<file path="src/rtl/crc_pkg.sv">
// Shared constants and lane-placement helper for the CRC-32 datapath.
// Imported by the byte packer, its interface and the CRC stage.
package crc_pkg;

    localparam int          WORD_W         = 64;
    localparam int          BYTE_W         = 8;
    localparam int          BYTES_PER_WORD = 8;
    localparam logic [31:0] CRC_INIT       = 32'hFFFF_FFFF;

    // Bit offset of byte lane k; lane 0 is the first byte of a word.
    function automatic int lane_lo(input int k, input bit lsb_first);
        return lsb_first ? (k * BYTE_W) : (WORD_W - BYTE_W - k * BYTE_W);
    endfunction

endpackage

</file>
<file path="src/rtl/crc_byte_packer_if.sv">
// Byte-stream input and packed-word output of the CRC byte packer.
// The slave modport is the packer; master is the source/consumer side.
interface crc_byte_packer_if;
    import crc_pkg::*;

    logic [BYTE_W-1:0] in_data;
    logic              in_valid;
    logic              in_last;
    logic              in_ready;
    logic [WORD_W-1:0] word_data;
    logic              word_valid;
    logic              word_last;
    logic [3:0]        word_bytes;
    logic              word_ready;
    logic              crc_align_valid;

    modport master (
        output in_data, in_valid, in_last, word_ready,
        input  in_ready, word_data, word_valid, word_last, word_bytes, crc_align_valid
    );

    modport slave (
        input  in_data, in_valid, in_last, word_ready,
        output in_ready, word_data, word_valid, word_last, word_bytes, crc_align_valid
    );

endinterface

</file>
<file path="src/rtl/crc_byte_packer.sv">
// Packs a valid/ready byte stream into 64-bit words for the CRC stage and
// emits a strobe aligned with the CRC stage's registered output.
module crc_byte_packer
    import crc_pkg::*;
#(
    parameter bit         LSB_FIRST = 1'b1,
    parameter logic [7:0] PAD_BYTE  = 8'h00
) (
    input  logic              clk,
    input  logic              rst,
    crc_byte_packer_if.slave  bus
);

    localparam logic [WORD_W-1:0] PAD_FILL = {BYTES_PER_WORD{PAD_BYTE}};

    logic [WORD_W-1:0] acc_q, acc_d;
    logic [WORD_W-1:0] acc_merged;
    logic [2:0]        cnt_q, cnt_d;
    logic [WORD_W-1:0] word_data_q, word_data_d;
    logic              word_valid_q, word_valid_d;
    logic              word_last_q, word_last_d;
    logic [3:0]        word_bytes_q, word_bytes_d;
    logic              align_q, align_d;

    logic in_ready;
    logic accept;
    logic complete;
    logic handshake;

    // Combinational from word_ready so a draining slot never blocks a completing byte.
    assign in_ready  = !rst && (!word_valid_q || bus.word_ready);
    assign accept    = bus.in_valid && in_ready;
    assign complete  = accept && ((cnt_q == 3'd7) || bus.in_last);
    assign handshake = word_valid_q && bus.word_ready;

    // Assembly word with the incoming byte dropped into lane cnt_q.
    generate
        for (genvar gi = 0; gi < BYTES_PER_WORD; gi++) begin : g_lane
            localparam int LO = lane_lo(gi, LSB_FIRST);
            assign acc_merged[LO +: BYTE_W] =
                (cnt_q == 3'(gi)) ? bus.in_data : acc_q[LO +: BYTE_W];
        end
    endgenerate

    always_comb begin
        acc_d        = acc_q;
        cnt_d        = cnt_q;
        word_data_d  = word_data_q;
        word_valid_d = word_valid_q;
        word_last_d  = word_last_q;
        word_bytes_d = word_bytes_q;
        align_d      = handshake;

        if (handshake) begin
            word_valid_d = 1'b0;
        end

        if (complete) begin
            acc_d        = PAD_FILL;
            cnt_d        = 3'd0;
            word_data_d  = acc_merged;
            word_valid_d = 1'b1;
            word_last_d  = bus.in_last;
            word_bytes_d = {1'b0, cnt_q} + 4'd1;
        end else if (accept) begin
            acc_d = acc_merged;
            cnt_d = cnt_q + 3'd1;
        end
    end

    always_ff @(posedge clk or posedge rst) begin
        if (rst) begin
            acc_q        <= PAD_FILL;
            cnt_q        <= 3'd0;
            word_data_q  <= '0;
            word_valid_q <= 1'b0;
            word_last_q  <= 1'b0;
            word_bytes_q <= 4'd0;
            align_q      <= 1'b0;
        end else begin
            acc_q        <= acc_d;
            cnt_q        <= cnt_d;
            word_data_q  <= word_data_d;
            word_valid_q <= word_valid_d;
            word_last_q  <= word_last_d;
            word_bytes_q <= word_bytes_d;
            align_q      <= align_d;
        end
    end

    assign bus.in_ready        = in_ready;
    assign bus.word_data       = word_data_q;
    assign bus.word_valid      = word_valid_q;
    assign bus.word_last       = word_last_q;
    assign bus.word_bytes      = word_bytes_q;
    assign bus.crc_align_valid = align_q;

endmodule

</file>
<file path="src/flat_wrapper.sv">
// flat-port wrapper written by rule: the top's interface ports become plain ports
module crc_byte_packer_flat import crc_pkg::*;
#(
    parameter bit         LSB_FIRST = 1'b1,
    parameter logic [7:0] PAD_BYTE  = 8'h00
)
  (clk, rst, bus_in_data, bus_in_valid, bus_in_last, bus_word_ready, bus_in_ready, bus_word_data, bus_word_valid, bus_word_last, bus_word_bytes, bus_crc_align_valid);
  crc_byte_packer_if bus_i ();
  input  logic clk;
  input  logic rst;
  input wire logic [$bits(bus_i.in_data)-1:0] bus_in_data;
  input wire logic [$bits(bus_i.in_valid)-1:0] bus_in_valid;
  input wire logic [$bits(bus_i.in_last)-1:0] bus_in_last;
  input wire logic [$bits(bus_i.word_ready)-1:0] bus_word_ready;
  output wire logic [$bits(bus_i.in_ready)-1:0] bus_in_ready;
  output wire logic [$bits(bus_i.word_data)-1:0] bus_word_data;
  output wire logic [$bits(bus_i.word_valid)-1:0] bus_word_valid;
  output wire logic [$bits(bus_i.word_last)-1:0] bus_word_last;
  output wire logic [$bits(bus_i.word_bytes)-1:0] bus_word_bytes;
  output wire logic [$bits(bus_i.crc_align_valid)-1:0] bus_crc_align_valid;
  assign bus_i.in_data = bus_in_data;
  assign bus_i.in_valid = bus_in_valid;
  assign bus_i.in_last = bus_in_last;
  assign bus_i.word_ready = bus_word_ready;
  assign bus_in_ready = bus_i.in_ready;
  assign bus_word_data = bus_i.word_data;
  assign bus_word_valid = bus_i.word_valid;
  assign bus_word_last = bus_i.word_last;
  assign bus_word_bytes = bus_i.word_bytes;
  assign bus_crc_align_valid = bus_i.crc_align_valid;
  crc_byte_packer #(.LSB_FIRST(LSB_FIRST), .PAD_BYTE(PAD_BYTE)) u_core (.clk(clk), .rst(rst), .bus(bus_i));
endmodule
</file>
<file path="config.mk">
export PLATFORM = sky130hd
export DESIGN_NAME = crc_byte_packer_flat
export DESIGN_NICKNAME = d
export VERILOG_FILES = /design/src/rtl/crc_pkg.sv /design/src/rtl/crc_byte_packer_if.sv /design/src/rtl/crc_byte_packer.sv /design/src/flat_wrapper.sv
export SDC_FILE = /design/constraint.sdc
export NUM_CORES = 1
export LEC_CHECK = 0
export ABC_AREA = 1
export CAP_MARGIN = 20
export CORE_AREA = 2 2 115 117
export CTS_BUF_LIST = sky130_fd_sc_hd__clkbuf_8 sky130_fd_sc_hd__clkbuf_16
export CTS_CLUSTER_DIAMETER = 120
export DETAILED_ROUTE_END_ITERATION = 16
export DIE_AREA = 0 0 117 119
export PLACE_DENSITY_LB_ADDON = 0.12
export SLEW_MARGIN = 20
export SYNTH_ARGS = -nofsm -noshare
export SYNTH_HDL_FRONTEND = slang
export SYNTH_SLANG_ARGS = --single-unit
</file>
<file path="constraint.sdc">
create_clock -name clk -period 2.35 [get_ports clk]
set_input_delay 0.47 -clock clk [delete_from_list [all_inputs] [get_ports clk]]
set_output_delay 0.47 -clock clk [all_outputs]
set_load 0.005 [all_outputs]
</file>
==> summary.md <==
| Metric | Value |
|---|---|
| Status | `finished clean` |
| Minimum period implied by the final worst setup slack | `2.212 ns` |
| ANT nets after route | `0` |
| Peak supply drop | `0.5249 mV` |
| RSZ-0062 raised after global routing | `false` |
| Worst hold slack after final layout | `approximately 0.33 ns` |
| Post-Route Skew | `0.005968 ns` |
| Aggregate negative setup slack | `0 ns` |
| H-tree Lvls | `4` |
| Most Frequent Cell on Critical Path | `sky130_fd_sc_hd__clkdlybuf4s50_1` |
| Width of the chip | `117 µm` |
| Maximum root-to-sink buffer count | `2` |
| Antenna violations before repair | `0` |
| Wire length reported by the detailed router | `15120 µm` |
| Via/cell ratio | `5.009` |
| Die area | `approximately 0.014 mm²` |
| Final slew viol count | `0` |
| Dpl cells | `1007` |
| CP Data Arrival Time | `1.74 ns` |
| Worst-skew pair later-pin latency | `0.42 ns` |
| Netlist cell types | `22` |
| Vias | `5199` |
| Vertical extent of the die | `119 µm` |
| Count of warnings emitted by yosys | `0` |
| Cell at the slowest stage of the critical path | `sky130_fd_sc_hd__clkdlybuf4s50_1` |
| Wire length per cell | `~15 µm` |
| Remaining routing DRC violations | `0` |
| Cell area after layout | `0.007716 mm²` |
| Maximum fanout along the worst path | `2` |
| Post-synthesis sequential area ratio | `0.5619` |
| Netlist area before placement | `~0.0061 mm²` |
| CP delay by family, top | `buffers and inverters` |
| Kind of launch point of the worst setup path | `input pin` |
| Final clock period utilization by the worst path | `0.9412` |
| Clock sink total | `138` |
| Critical Path, Cell by Cell | `clkdlybuf4s50_1 -> inv_1 -> a21oi_1 -> clkdlybuf4s50_1` |
| Filler cell count | `~1200` |
| Detailed-router iteration count before antenna repair | `5` |
| Congestion Overflow GR | `0` |
| Global-route total usage across every layer | `0.2315` |
| Avg Cell Area, Syn | `7.951 µm²` |
| Transition time at the pin with the least slew margin | `0.8091 ns` |
| Count of endpoints failing hold in the final timing report | `0` |
| Max Freq | `around 450 MHz` |
| Slack of the worst reg-to-reg path | `0.27 ns` |
| Net total in the final layout | `869` |
| Count of placed standard cells in the final layout, fillers left out | `roughly 1000` |
| Data required time at the worst endpoint | `1.88 ns` |
| Pwr dens | `834.9 mW/mm²` |
| Hold_buf cts | `0` |
| Setup violation total in the final timing report | `0` |
| Wire length of the first global-routing pass | `about 25000 µm` |
| Clock transition time at the flip-flop clock pins of the worst setup and hold paths | `0.06 ns` |
| Maximum number of pins on one net before global-route repair | `65` |
| MaxCap Viol Count | `0` |
| Slew HR | `0.4606` |
| Number of instances in the synthesized netlist | `773` |
| FF+latch count, synth | `between 100 and 150` |
| Vias in the first global route | `4963` |
| Crit Path Class | `input pin to output port` |
| Rows | `42` |
| Util after Layout | `0.5993` |
| Crit path largest cell delay | `roughly 0.54 ns` |
| Quantity of gates resized following cts | `0` |
| Leakage power summed over all cells | `approximately 4 nW` |
| Effective utilization at floorplan | `0.4774` |
| Boundary Pins | `85` |
| Count of port buffers added during placement | `84` |
| Antenna cell count | `0` |
| Number of buffers created by CTS | `17` |
| Share of post-route cells with drive strength above 1 | `0.06497` |
| Area Growth Syn to Fin | `25.55%` |
| CP bufs+invs | `3` |
| Iteration-0 DRC Markers | `437` |
| Buffer type at the clock tree root | `sky130_fd_sc_hd__clkbuf_16` |
| TritonCTS clock tree | `built` |
| RePlAce Congestion | `0.8148` |
| Standard cell core area | `0.01287 mm²` |
| Critical path capture point type | `output port` |
| Placement-stage cell area | `0.007117 mm²` |
| Total setup buffers inserted after CTS | `0` |
| Detail Placement HPWL | `9783 µm` |
| Hold Path Class | `input pin to async pin` |
| Synthesized net count | `roughly 790` |
## placed cells by master, fill, tap and decap left out, types with 4 or more instances in the layout
cell	count
sky130_fd_sc_hd__nand4_1	20
sky130_fd_sc_hd__o21ai_0	44
sky130_fd_sc_hd__nand2_1	491
sky130_fd_sc_hd__inv_1	16
sky130_fd_sc_hd__o21ai_1	4
sky130_fd_sc_hd__clkinv_2	4
sky130_fd_sc_hd__clkbuf_16	17
sky130_fd_sc_hd__buf_4	12
sky130_fd_sc_hd__clkdlybuf4s50_1	84
sky130_fd_sc_hd__dfrtp_1	138
sky130_fd_sc_hd__ha_1	6
sky130_fd_sc_hd__clkbuf_8	6
## registers in the layout, summed over array words and instances, names as in the netlist
| signal | count |
|---|---|
| u_core.bus.word_last | 1 |
| u_core.cnt_q | 3 |
| u_core.bus.word_valid | 1 |
| u_core.acc_q | 64 |
| u_core.bus.word_bytes | 4 |
| u_core.bus.word_data | 64 |
| u_core.bus.crc_align_valid | 1 |
## final cells by class
| class | instances | area (µm²) | share of cell area |
|---|---|---|---|
| Inverter | 19 | 78.83 | 0.01022 |
| Multi-Input combinational cell | 575 | 2374 | 0.3076 |
| Clock inverter | 8 | 91.34 | 0.01184 |
| Tap cell | 176 | 220.2 | 0.02854 |
| Sequential cell | 138 | 3453 | 0.4475 |
| Clock buffer | 23 | 508.0 | 0.06583 |
| Timing Repair Buffer | 99 | 991.0 | 0.1284 |
## through the flow
stage,setup WS [ns],total power (W)
2_1_floorplan,0.06013,0.003311
3_3_place_gp,0.1677,0.003770
3_5_place_dp,0.1409,0.003796
4_1_cts,0.1404,0.006490
5_1_grt,0.03113,0.006728
6_report,0.1383,0.006442
## per-layer routing
metal | wire length [µm] | share of wire | vias to the layer above | GRT usage
li1 | - | - | 2535 | -
met1 | 6798 | 0.45 | 2507 | 0.3202
met2 | 7326 | 0.48 | 136 | 0.3587
met3 | 705 | 0.047 | 21 | 0.05089
met4 | 286 | 0.019 | 0 | 0.08382
met5 | 0 | 0 | - | 0
## Yosys cell counts
| cell | number | share of area |
|---|---|---|
| sky130_fd_sc_hd__a21oi_1 | 1 | 0.00081 |
| sky130_fd_sc_hd__buf_1 | 1 | 0.00061 |
| sky130_fd_sc_hd__buf_2 | 22 | 0.018 |
| sky130_fd_sc_hd__buf_4 | 3 | 0.0037 |
| sky130_fd_sc_hd__buf_6 | 7 | 0.013 |
| sky130_fd_sc_hd__clkbuf_1 | 8 | 0.0049 |
| sky130_fd_sc_hd__dfrtp_1 | 138 | 0.56 |
| sky130_fd_sc_hd__ha_1 | 6 | 0.012 |
| sky130_fd_sc_hd__inv_1 | 15 | 0.0092 |
| sky130_fd_sc_hd__inv_2 | 3 | 0.0018 |
| sky130_fd_sc_hd__inv_4 | 1 | 0.0010 |
| sky130_fd_sc_hd__nand2_1 | 491 | 0.30 |
| sky130_fd_sc_hd__nand2_2 | 2 | 0.0020 |
| sky130_fd_sc_hd__nand2_4 | 1 | 0.0018 |
| sky130_fd_sc_hd__nand3_1 | 1 | 0.00081 |
| sky130_fd_sc_hd__nand3_4 | 1 | 0.0029 |
| sky130_fd_sc_hd__nand4_1 | 20 | 0.020 |
| sky130_fd_sc_hd__nand4_2 | 1 | 0.0020 |
| sky130_fd_sc_hd__nor2_1 | 1 | 0.00061 |
| sky130_fd_sc_hd__nor2_4 | 2 | 0.0037 |
| sky130_fd_sc_hd__o21ai_0 | 44 | 0.036 |
| sky130_fd_sc_hd__o21ai_1 | 4 | 0.0033 |
## cell families after synthesis
group	count (synthesis)	synth area share
compound gates	49	0.03990
buf+inv	60	0.05191
fa+ha+maj	6	0.01221
flops	138	0.5619
simple gates	520	0.3341
## worst reg2reg max path, delay by kind of cell, from the launching register on
kind	cells	cell delay [ns]
simple gates	4	0.50
buf+inv	3	0.49
flops	1	0.42
fa+ha+maj	2	0.60
## report_power, final
group / internal (W) / leakage [nW] / switching, W
combinational: 0.000461 / 1.92 / 0.000543
clock: 0.00171 / 0.302 / 0.000966
sequential: 0.00262 / 1.89 / 0.000142
total: 0.00479 / 4.12 / 0.00165
## worst paths after layout
kind,startpoint,to,cells after the start
max in group asynchronous,rst,u_core.cnt_q[2]$_DFFE_PP0P_,3
min in group clk,u_core.bus.word_data[62]$_DFFE_PP0P_,u_core.bus.word_data[62]$_DFFE_PP0P_,2
worst min-delay path,rst,u_core.bus.word_bytes[0]$_DFFE_PP0P_,2
worst max register to register,u_core.cnt_q[0]$_DFFE_PP0P_,u_core.bus.word_data[16]$_DFFE_PP0P_,9
worst max-delay path,bus_word_ready,bus_in_ready,4
worst min register to register,u_core.bus.word_data[62]$_DFFE_PP0P_,u_core.bus.word_data[62]$_DFFE_PP0P_,2
No activity file was read; power rests on OpenSTA's default activity.
